[src/rtl/channel_pkt_joiner_if.sv]
// Read-side bundle of the three-queue channel buffer plus the merged output stream.
// master: the side that owns the queues and the downstream sink; slave: the joiner.
interface channel_pkt_joiner_if #(
  parameter int unsigned META_W = 32
);
  logic [META_W-1:0] meta_data;
  logic              meta_valid;
  logic              meta_ready;

  logic [511:0]      pkt_data;
  logic              pkt_valid;
  logic              pkt_sop;
  logic              pkt_eop;
  logic [5:0]        pkt_empty;
  logic              pkt_ready;

  logic [511:0]      usr_data;
  logic              usr_valid;
  logic              usr_sop;
  logic              usr_eop;
  logic [5:0]        usr_empty;
  logic              usr_ready;

  logic [511:0]      out_data;
  logic              out_valid;
  logic              out_sop;
  logic              out_eop;
  logic [5:0]        out_empty;
  logic              out_is_usr;
  logic [META_W-1:0] out_meta;
  logic              out_ready;

  modport master (
    output meta_data, meta_valid, input meta_ready,
    output pkt_data, pkt_valid, pkt_sop, pkt_eop, pkt_empty, input pkt_ready,
    output usr_data, usr_valid, usr_sop, usr_eop, usr_empty, input usr_ready,
    input out_data, out_valid, out_sop, out_eop, out_empty, out_is_usr, out_meta,
    output out_ready
  );

  modport slave (
    input meta_data, meta_valid, output meta_ready,
    input pkt_data, pkt_valid, pkt_sop, pkt_eop, pkt_empty, output pkt_ready,
    input usr_data, usr_valid, usr_sop, usr_eop, usr_empty, output usr_ready,
    output out_data, out_valid, out_sop, out_eop, out_empty, out_is_usr, out_meta,
    input out_ready
  );
endinterface

[src/rtl/channel_pkt_joiner.sv]
// Joins the meta/pkt/usr queues of a channel buffer into one merged packet stream.
// Per packet: pop one metadata entry, forward the pkt segment, then (HAS_USR) the usr segment.
// Optional CHANNEL_JOIN_STATS_EN adds wrap-around packet/beat/stall counters.
module channel_pkt_joiner #(
  parameter bit          HAS_USR   = 1'b1,
  parameter int unsigned ERR_CNT_W = 16,
  parameter int unsigned META_W    = 32   // must match the interface META_W
) (
  input  logic                 clk,
  input  logic                 rst,
  channel_pkt_joiner_if.slave  chan,
  output logic [ERR_CNT_W-1:0] err_cnt
`ifdef CHANNEL_JOIN_STATS_EN
  ,
  output logic [31:0]          stat_pkts,
  output logic [31:0]          stat_beats,
  output logic [31:0]          stat_stalls
`endif
);

  typedef enum logic [1:0] {StIdle, StPkt, StUsr} state_e;

  state_e state_q, state_d;
  logic   first_q, first_d;   // next fire is the first beat of a segment

  logic              out_valid_q, out_sop_q, out_eop_q, out_is_usr_q;
  logic [511:0]      out_data_q;
  logic [5:0]        out_empty_q;
  logic [META_W-1:0] out_meta_q;
  logic [ERR_CNT_W-1:0] err_cnt_q;

  logic         adv;
  logic         meta_rdy, pkt_rdy, usr_rdy;
  logic         ld, ld_sop, ld_eop, ld_is_usr, err_evt;
  logic [511:0] ld_data;
  logic [5:0]   ld_empty;

  assign adv = chan.out_ready | ~out_valid_q;

  // Next-state, queue pops and the beat to load into the output register
  always_comb begin
    state_d   = state_q;
    first_d   = first_q;
    meta_rdy  = 1'b0;
    pkt_rdy   = 1'b0;
    usr_rdy   = 1'b0;
    ld        = 1'b0;
    ld_data   = chan.pkt_data;
    ld_sop    = 1'b0;
    ld_eop    = 1'b0;
    ld_empty  = 6'd0;
    ld_is_usr = 1'b0;
    err_evt   = !HAS_USR && chan.usr_valid;
    case (state_q)
      StIdle: begin
        meta_rdy = adv & chan.meta_valid;
        if (meta_rdy) begin
          state_d = StPkt;
          first_d = 1'b1;
        end
      end
      StPkt: begin
        pkt_rdy = adv;
        if (adv && chan.pkt_valid) begin
          ld      = 1'b1;
          ld_data = chan.pkt_data;
          // sop is forced on the first beat and dropped on any later one
          ld_sop  = first_q;
          if (first_q != chan.pkt_sop) err_evt = 1'b1;
          if (!HAS_USR) begin
            ld_eop   = chan.pkt_eop;
            ld_empty = chan.pkt_empty;
          end
          first_d = 1'b0;
          if (chan.pkt_eop) begin
            state_d = HAS_USR ? StUsr : StIdle;
            first_d = 1'b1;
          end
        end
      end
      StUsr: begin
        usr_rdy = adv;
        if (adv && chan.usr_valid) begin
          ld        = 1'b1;
          ld_data   = chan.usr_data;
          ld_is_usr = 1'b1;
          ld_eop    = chan.usr_eop;
          ld_empty  = chan.usr_empty;
          if (first_q != chan.usr_sop) err_evt = 1'b1;
          first_d = 1'b0;
          if (chan.usr_eop) state_d = StIdle;
        end
      end
      default: state_d = StIdle;
    endcase
    // no pops while the whole channel is being reset
    if (rst) begin
      meta_rdy = 1'b0;
      pkt_rdy  = 1'b0;
      usr_rdy  = 1'b0;
    end
  end

  // FSM state register
  always_ff @(posedge clk) begin
    if (rst) begin
      state_q <= StIdle;
      first_q <= 1'b0;
    end else begin
      state_q <= state_d;
      first_q <= first_d;
    end
  end

  // Output register, held metadata and saturating error counter
  always_ff @(posedge clk) begin
    if (rst) begin
      out_valid_q  <= 1'b0;
      out_sop_q    <= 1'b0;
      out_eop_q    <= 1'b0;
      out_is_usr_q <= 1'b0;
      out_data_q   <= '0;
      out_empty_q  <= '0;
      out_meta_q   <= '0;
      err_cnt_q    <= '0;
    end else begin
      if (ld) begin
        out_valid_q  <= 1'b1;
        out_data_q   <= ld_data;
        out_sop_q    <= ld_sop;
        out_eop_q    <= ld_eop;
        out_empty_q  <= ld_empty;
        out_is_usr_q <= ld_is_usr;
      end else if (chan.out_ready) begin
        out_valid_q <= 1'b0;
      end
      if (meta_rdy) out_meta_q <= chan.meta_data;
      if (err_evt && (err_cnt_q != {ERR_CNT_W{1'b1}})) err_cnt_q <= err_cnt_q + 1'b1;
    end
  end

  assign chan.meta_ready = meta_rdy;
  assign chan.pkt_ready  = pkt_rdy;
  assign chan.usr_ready  = HAS_USR ? usr_rdy : 1'b0;
  assign chan.out_valid  = out_valid_q;
  assign chan.out_data   = out_data_q;
  assign chan.out_sop    = out_sop_q;
  assign chan.out_eop    = out_eop_q;
  assign chan.out_empty  = out_empty_q;
  assign chan.out_is_usr = out_is_usr_q;
  assign chan.out_meta   = out_meta_q;
  assign err_cnt         = err_cnt_q;

`ifdef CHANNEL_JOIN_STATS_EN
  logic [31:0] stat_pkts_q, stat_beats_q, stat_stalls_q;

  // Wrap-around traffic statistics on the output side
  always_ff @(posedge clk) begin
    if (rst) begin
      stat_pkts_q   <= '0;
      stat_beats_q  <= '0;
      stat_stalls_q <= '0;
    end else begin
      if (out_valid_q && chan.out_ready) stat_beats_q <= stat_beats_q + 32'd1;
      if (out_valid_q && chan.out_ready && out_eop_q) stat_pkts_q <= stat_pkts_q + 32'd1;
      if (out_valid_q && !chan.out_ready) stat_stalls_q <= stat_stalls_q + 32'd1;
    end
  end

  assign stat_pkts   = stat_pkts_q;
  assign stat_beats  = stat_beats_q;
  assign stat_stalls = stat_stalls_q;
`endif

endmodule
[src/flat_wrapper.sv]
// flat-port wrapper written by rule: the top's interface ports become plain ports
module channel_pkt_joiner_flat 
#(
  parameter bit          HAS_USR   = 1'b1,
  parameter int unsigned ERR_CNT_W = 16,
  parameter int unsigned META_W    = 32                                     
)
  (clk, rst, err_cnt, chan_meta_data, chan_meta_valid, chan_meta_ready, chan_pkt_data, chan_pkt_valid, chan_pkt_sop, chan_pkt_eop, chan_pkt_empty, chan_pkt_ready, chan_usr_data, chan_usr_valid, chan_usr_sop, chan_usr_eop, chan_usr_empty, chan_usr_ready, chan_out_data, chan_out_valid, chan_out_sop, chan_out_eop, chan_out_empty, chan_out_is_usr, chan_out_meta, chan_out_ready);
  channel_pkt_joiner_if #(.META_W(META_W)) chan_i ();
  input  logic clk;
  input  logic rst;
  output logic [ERR_CNT_W-1:0] err_cnt;
  input wire logic [$bits(chan_i.meta_data)-1:0] chan_meta_data;
  input wire logic [$bits(chan_i.meta_valid)-1:0] chan_meta_valid;
  output wire logic [$bits(chan_i.meta_ready)-1:0] chan_meta_ready;
  input wire logic [$bits(chan_i.pkt_data)-1:0] chan_pkt_data;
  input wire logic [$bits(chan_i.pkt_valid)-1:0] chan_pkt_valid;
  input wire logic [$bits(chan_i.pkt_sop)-1:0] chan_pkt_sop;
  input wire logic [$bits(chan_i.pkt_eop)-1:0] chan_pkt_eop;
  input wire logic [$bits(chan_i.pkt_empty)-1:0] chan_pkt_empty;
  output wire logic [$bits(chan_i.pkt_ready)-1:0] chan_pkt_ready;
  input wire logic [$bits(chan_i.usr_data)-1:0] chan_usr_data;
  input wire logic [$bits(chan_i.usr_valid)-1:0] chan_usr_valid;
  input wire logic [$bits(chan_i.usr_sop)-1:0] chan_usr_sop;
  input wire logic [$bits(chan_i.usr_eop)-1:0] chan_usr_eop;
  input wire logic [$bits(chan_i.usr_empty)-1:0] chan_usr_empty;
  output wire logic [$bits(chan_i.usr_ready)-1:0] chan_usr_ready;
  output wire logic [$bits(chan_i.out_data)-1:0] chan_out_data;
  output wire logic [$bits(chan_i.out_valid)-1:0] chan_out_valid;
  output wire logic [$bits(chan_i.out_sop)-1:0] chan_out_sop;
  output wire logic [$bits(chan_i.out_eop)-1:0] chan_out_eop;
  output wire logic [$bits(chan_i.out_empty)-1:0] chan_out_empty;
  output wire logic [$bits(chan_i.out_is_usr)-1:0] chan_out_is_usr;
  output wire logic [$bits(chan_i.out_meta)-1:0] chan_out_meta;
  input wire logic [$bits(chan_i.out_ready)-1:0] chan_out_ready;
  assign chan_i.meta_data = chan_meta_data;
  assign chan_i.meta_valid = chan_meta_valid;
  assign chan_meta_ready = chan_i.meta_ready;
  assign chan_i.pkt_data = chan_pkt_data;
  assign chan_i.pkt_valid = chan_pkt_valid;
  assign chan_i.pkt_sop = chan_pkt_sop;
  assign chan_i.pkt_eop = chan_pkt_eop;
  assign chan_i.pkt_empty = chan_pkt_empty;
  assign chan_pkt_ready = chan_i.pkt_ready;
  assign chan_i.usr_data = chan_usr_data;
  assign chan_i.usr_valid = chan_usr_valid;
  assign chan_i.usr_sop = chan_usr_sop;
  assign chan_i.usr_eop = chan_usr_eop;
  assign chan_i.usr_empty = chan_usr_empty;
  assign chan_usr_ready = chan_i.usr_ready;
  assign chan_out_data = chan_i.out_data;
  assign chan_out_valid = chan_i.out_valid;
  assign chan_out_sop = chan_i.out_sop;
  assign chan_out_eop = chan_i.out_eop;
  assign chan_out_empty = chan_i.out_empty;
  assign chan_out_is_usr = chan_i.out_is_usr;
  assign chan_out_meta = chan_i.out_meta;
  assign chan_i.out_ready = chan_out_ready;
  channel_pkt_joiner #(.HAS_USR(HAS_USR), .ERR_CNT_W(ERR_CNT_W), .META_W(META_W)) u_core (.clk(clk), .rst(rst), .chan(chan_i), .err_cnt(err_cnt));
endmodule
[config.mk]
export PLATFORM = sky130hd
export DESIGN_NAME = channel_pkt_joiner_flat
export DESIGN_NICKNAME = d
export VERILOG_FILES = /design/src/rtl/channel_pkt_joiner_if.sv /design/src/rtl/channel_pkt_joiner.sv /design/src/flat_wrapper.sv
export SDC_FILE = /design/constraint.sdc
export NUM_CORES = 1
export LEC_CHECK = 0
export CORE_AREA = 2 2 635 637
export DETAILED_ROUTE_END_ITERATION = 12
export DIE_AREA = 0 0 637 639
export PLACE_DENSITY = 0.3
export SLEW_MARGIN = 10
export SYNTH_ARGS = -nofsm -noshare
export SYNTH_HDL_FRONTEND = slang
export SYNTH_SLANG_ARGS = --single-unit
[constraint.sdc]
create_clock -name clk -period 2.4 [get_ports clk]
set_clock_uncertainty 0.05 [all_clocks]
set_input_delay 0.24 -clock clk [delete_from_list [all_inputs] [get_ports clk]]
set_output_delay 0.24 -clock clk [all_outputs]
set_load 0.005 [all_outputs]
==> summary by stage <==
Timing
The count of pins over their slew limit is 0. Static timing analysis puts the maximum clock frequency at 0.438 GHz. The part of the cycle the worst path needs is 95.1%. At the pin with the least slew margin, the transition time is 678 ps. The final hold violation count is 0. Measured against its own limit, the worst slew margin works out to 54.8%. The post-route minimum period is 2280 ps. Setup repair after global routing left no endpoint under its margin. The number of setup violations in the final report is 0.

Place
Detailed placement ended at an HPWL of 299000 µm. In this run the tool buffered the top-level ports with 1644 buffer cells. The number of placed instances, taps included is 10000. The final estimated routing congestion in global placement is 0.889.

Synthesis
Sequential elements use 47.1% of the synthesized area. In the synthesized netlist the dominant register cell turns out to be sky130_fd_sc_hd__dfxtp_1. The synthesized design contains ~570 register bits. The synthesized netlist contains 40 unique library cells. When the netlist entered floorplanning its net count stood at about 4200. The synthesized netlist occupies a cell area of 24300 µm². The number of warnings printed during yosys synthesis is 0.

The average footprint of a synthesized cell is 7.71 µm². After synthesis, the share of flip-flops with an asynchronous set or reset is 0%. After technology mapping, the gate count stands at 3158. Yosys mapped a number of flops with a built-in enable equal to 0.

Critical path
STA classifies the critical path startpoint as a flop. Of all nets on the critical path, the largest fanout is 4. The worst register-to-register path has a depth of 9. The worst register-to-register path ends at u_core.chan.out_data[244].

The critical path in this run is classified as reg -> out. The element type at the critical path end is an output port. The internal reg-to-reg setup slack is 150 ps. The arrival time at the worst endpoint is 1990 ps.

The worst register-to-register path begins at u_core.state_q[0]. STA puts the critical path data required time at 2110 ps.

Finish
For this run, the share of the core covered by cells in the final layout is 15.0%. The layout cell share with drive strength beyond 1 is 7.52%. The area overhead of the layout relative to synthesis is 147%. Leaving out filler cells and counting taps, the final layout contains 11100.

The final layout contains 6747 nets. The library cell used most frequently in the layout, excluding fill and tap cells, is sky130_fd_sc_hd__clkdlybuf4s50_1. The top cell types in the final layout, fill and taps aside, are 1585 x sky130_fd_sc_hd__clkdlybuf4s50_1, 1094 x sky130_fd_sc_hd__nand2_1, 832 x sky130_fd_sc_hd__dlygate4sd3_1. Fill cells in the final layout number 45600.

Pwr
In this run, flip-flops and latches consume 29.2% of the power. IR analysis of the VDD net gives a maximum drop of 0.000444 V. The clock network accounts for 32.0% of the total power.

The internal portion of total power is 27.9 mW. Of the total power, the share spent switching nets is 35.7%. The leakage power total is 20.5 nW.

The switching power of the nets is 15.5 mW. Power spread over the standard cell area amounts to slightly above 700 nW/µm². The portion of total power attributed to combinational logic is 38.8%.

Clock tree
Counting along the longest clock path gives a buffer depth of 4. Clock-pin slew was measured on the worst setup and hold paths at 60 ps. The tree built by TritonCTS fans out to ~570 sinks. In this run the clock root is driven by a sky130_fd_sc_hd__clkbuf_16. The clock tree synthesis step divided the H-tree into 3 levels. The TritonCTS clock tree is built.

TritonCTS created 91 clock buffers. At the later pin of the worst-skew pair, clock insertion delay measures 800 ps.

Floorplan
The horizontal extent of the die is 637 µm. The I/O pin count is between 1500 and 2000. The area of the core region is 401000 µm². The row count is 233. For this configuration, the core starts out at a cell density of 6.07%.

The die is 639 µm tall. The area enclosed by the die boundary is roughly 410000 µm².

Run status
The flow ran to the end, and the final reports show no timing, DRC or antenna violations.

Global routing
The via count of the first global-routing pass is around 36000. The number of antenna violations at the first check in global routing is 367. Entering global routing, the biggest net connects 106 pins.

The wire length of the first global-routing pass is 414000 µm. The residual overflow from global routing is 0. The total track usage is between 10% and 20%.

Min path
The origin of the worst min-delay path is chan_usr_data[322]. The instance count along the most critical hold path is 3. The path class of the tightest hold or removal check is in -> reg.

The worst hold path terminates at u_core.chan.out_data[322].

Run
The number of max-cap violations is 0.

Drt
The sum of routed wire length over all layers is 337000 µm. The first detailed-routing pass took 6 iterations. The iteration-0 DRC count of the detailed router is 1939. The detail-routed net length per standard cell is 30.3 µm. The count of nets left with antenna violations after detail routing is 0. The via density per instance is 3.18.

For this run, design rule violations remaining after detail routing come to 0. The final route contains between 30000 and 40000 vias.
[critical path: stages (launching register included)]
cell,delay [ps]
sky130_fd_sc_hd__dfxtp_4,360
sky130_fd_sc_hd__inv_4,90
sky130_fd_sc_hd__ha_4,140
sky130_fd_sc_hd__buf_6,90
sky130_fd_sc_hd__nor3b_4,240
sky130_fd_sc_hd__buf_4,170
sky130_fd_sc_hd__buf_12,100
[power groups by stage]
stage	combinational, mW	sequential, mW	clock, mW
6_report	16.8	12.7	13.9
3_3_place_gp	15.7	12.8	0
3_5_place_dp	15.7	12.9	0
2_1_floorplan	4.89	12.7	0
5_1_grt	18.2	12.9	14.8
4_1_cts	17.3	12.7	14.7
[how the worst max path moves through the flow]
stage | start | end | slack (ps) | depth (start not counted)
2_1_floorplan | u_core.state_q[1] | u_core.err_cnt[3] | 240 | 8
3_3_place_gp | chan_usr_valid | u_core.chan.out_data[508] | -290 | 8
3_5_place_dp | chan_usr_valid | u_core.chan.out_data[511] | -280 | 8
4_1_cts | u_core.state_q[1] | chan_meta_ready | -4 | 5
5_1_grt | u_core.state_q[0] | u_core.chan.out_data[485] | 3 | 10
6_report | u_core.state_q[0] | chan_usr_ready | 120 | 6
[kinds of logic after synthesis]
family                     count (synthesis)  share of synthesized area, %
AOI/OAI and AO/OA                        573                          20.0
xor gates and xnor gates                  10                         0.360
adders and majority gates                  6                         0.308
buffers and inverters                    308                          5.41
DFF                                      573                          47.1
muxes                                      4                         0.185
and+or+nand+nor                         1684                          26.6
[cell usage after synthesis, types with 4 or more instances]
| master | count | share of area [%] |
|---|---|---|
| sky130_fd_sc_hd__nand2_1 | 1095 | 17 |
| sky130_fd_sc_hd__nand4_1 | 7 | 0.18 |
| sky130_fd_sc_hd__inv_1 | 7 | 0.11 |
| sky130_fd_sc_hd__a311oi_1 | 513 | 18 |
| sky130_fd_sc_hd__nand3_1 | 7 | 0.14 |
| sky130_fd_sc_hd__xnor2_1 | 10 | 0.36 |
| sky130_fd_sc_hd__nor2_1 | 545 | 8.4 |
| sky130_fd_sc_hd__a22oi_1 | 8 | 0.25 |
| sky130_fd_sc_hd__buf_1 | 11 | 0.17 |
| sky130_fd_sc_hd__buf_2 | 129 | 2.7 |
| sky130_fd_sc_hd__dfxtp_1 | 573 | 47 |
| sky130_fd_sc_hd__a21oi_1 | 37 | 0.76 |
| sky130_fd_sc_hd__nor2b_1 | 4 | 0.10 |
| sky130_fd_sc_hd__clkbuf_1 | 161 | 2.5 |
| sky130_fd_sc_hd__nor4_1 | 7 | 0.18 |
| sky130_fd_sc_hd__ha_1 | 6 | 0.31 |
| sky130_fd_sc_hd__and4_1 | 5 | 0.18 |
[cell type report]
| class | instances | area, µm² | area share (%) |
|---|---|---|---|
| Timing Repair Buffer | 2713 | 27200 | 45.2 |
| Multi-Input combinational cell | 2277 | 11600 | 19.4 |
| Sequential cell | 573 | 11500 | 19.1 |
| Tap cell | 5287 | 6620 | 11.0 |
| Clock buffer | 136 | 2710 | 4.50 |
| Clock inverter | 22 | 258 | 0.429 |
| Antenna cell | 94 | 235 | 0.391 |
| Inverter | 7 | 28.8 | 0.0478 |
[metal layers]
metal / vias to the layer above / global-route usage, % / wire length [µm]
met5: - / 0 / 1160
met4: 176 / 4.00 / 11000
met3: 653 / 7.82 / 34500
met2: 1610 / 28.2 / 165000
met1: 16700 / 16.5 / 125000
li1: 16200 / - / -
[sequential cells by signal (all words and copies together), names as in the netlist]
register	count
u_core.state_q	2
u_core.chan.out_meta	32
u_core.chan.out_empty	6
u_core.chan.out_eop	1
u_core.err_cnt	16
u_core.first_q	1
u_core.chan.out_data	512
u_core.chan.out_valid	1
u_core.chan.out_is_usr	1
u_core.chan.out_sop	1
[what timing repair did]
action / CTS / global route
pin swaps: 0 / 2
setup endpoints to repair: 35 / 46
cloned: 0 / 2
resized for setup: 54 / 9
hold buffers: 832 / 0
setup buffers: 2 / 3
hold endpoints to repair: 545 / 0
[through the flow]
step / setup WS (ps) / hold WS, ps / instance area, µm² / TNS [ps] / power [mW]
after floorplan: 238 / 326 / 24300 / 0 / 17.6
after global placement: -286 / 396 / 48500 / -75220 / 28.6
after detailed placement: -285 / 396 / 48500 / -78040 / 28.6
after CTS: -3.79 / 0.223 / 59800 / -3.79 / 44.7
after global routing: 2.86 / 29.3 / 60000 / 0 / 45.8
final: 119 / 70.3 / 60100 / 0 / 43.4
No activity file was read; power rests on OpenSTA's default activity.
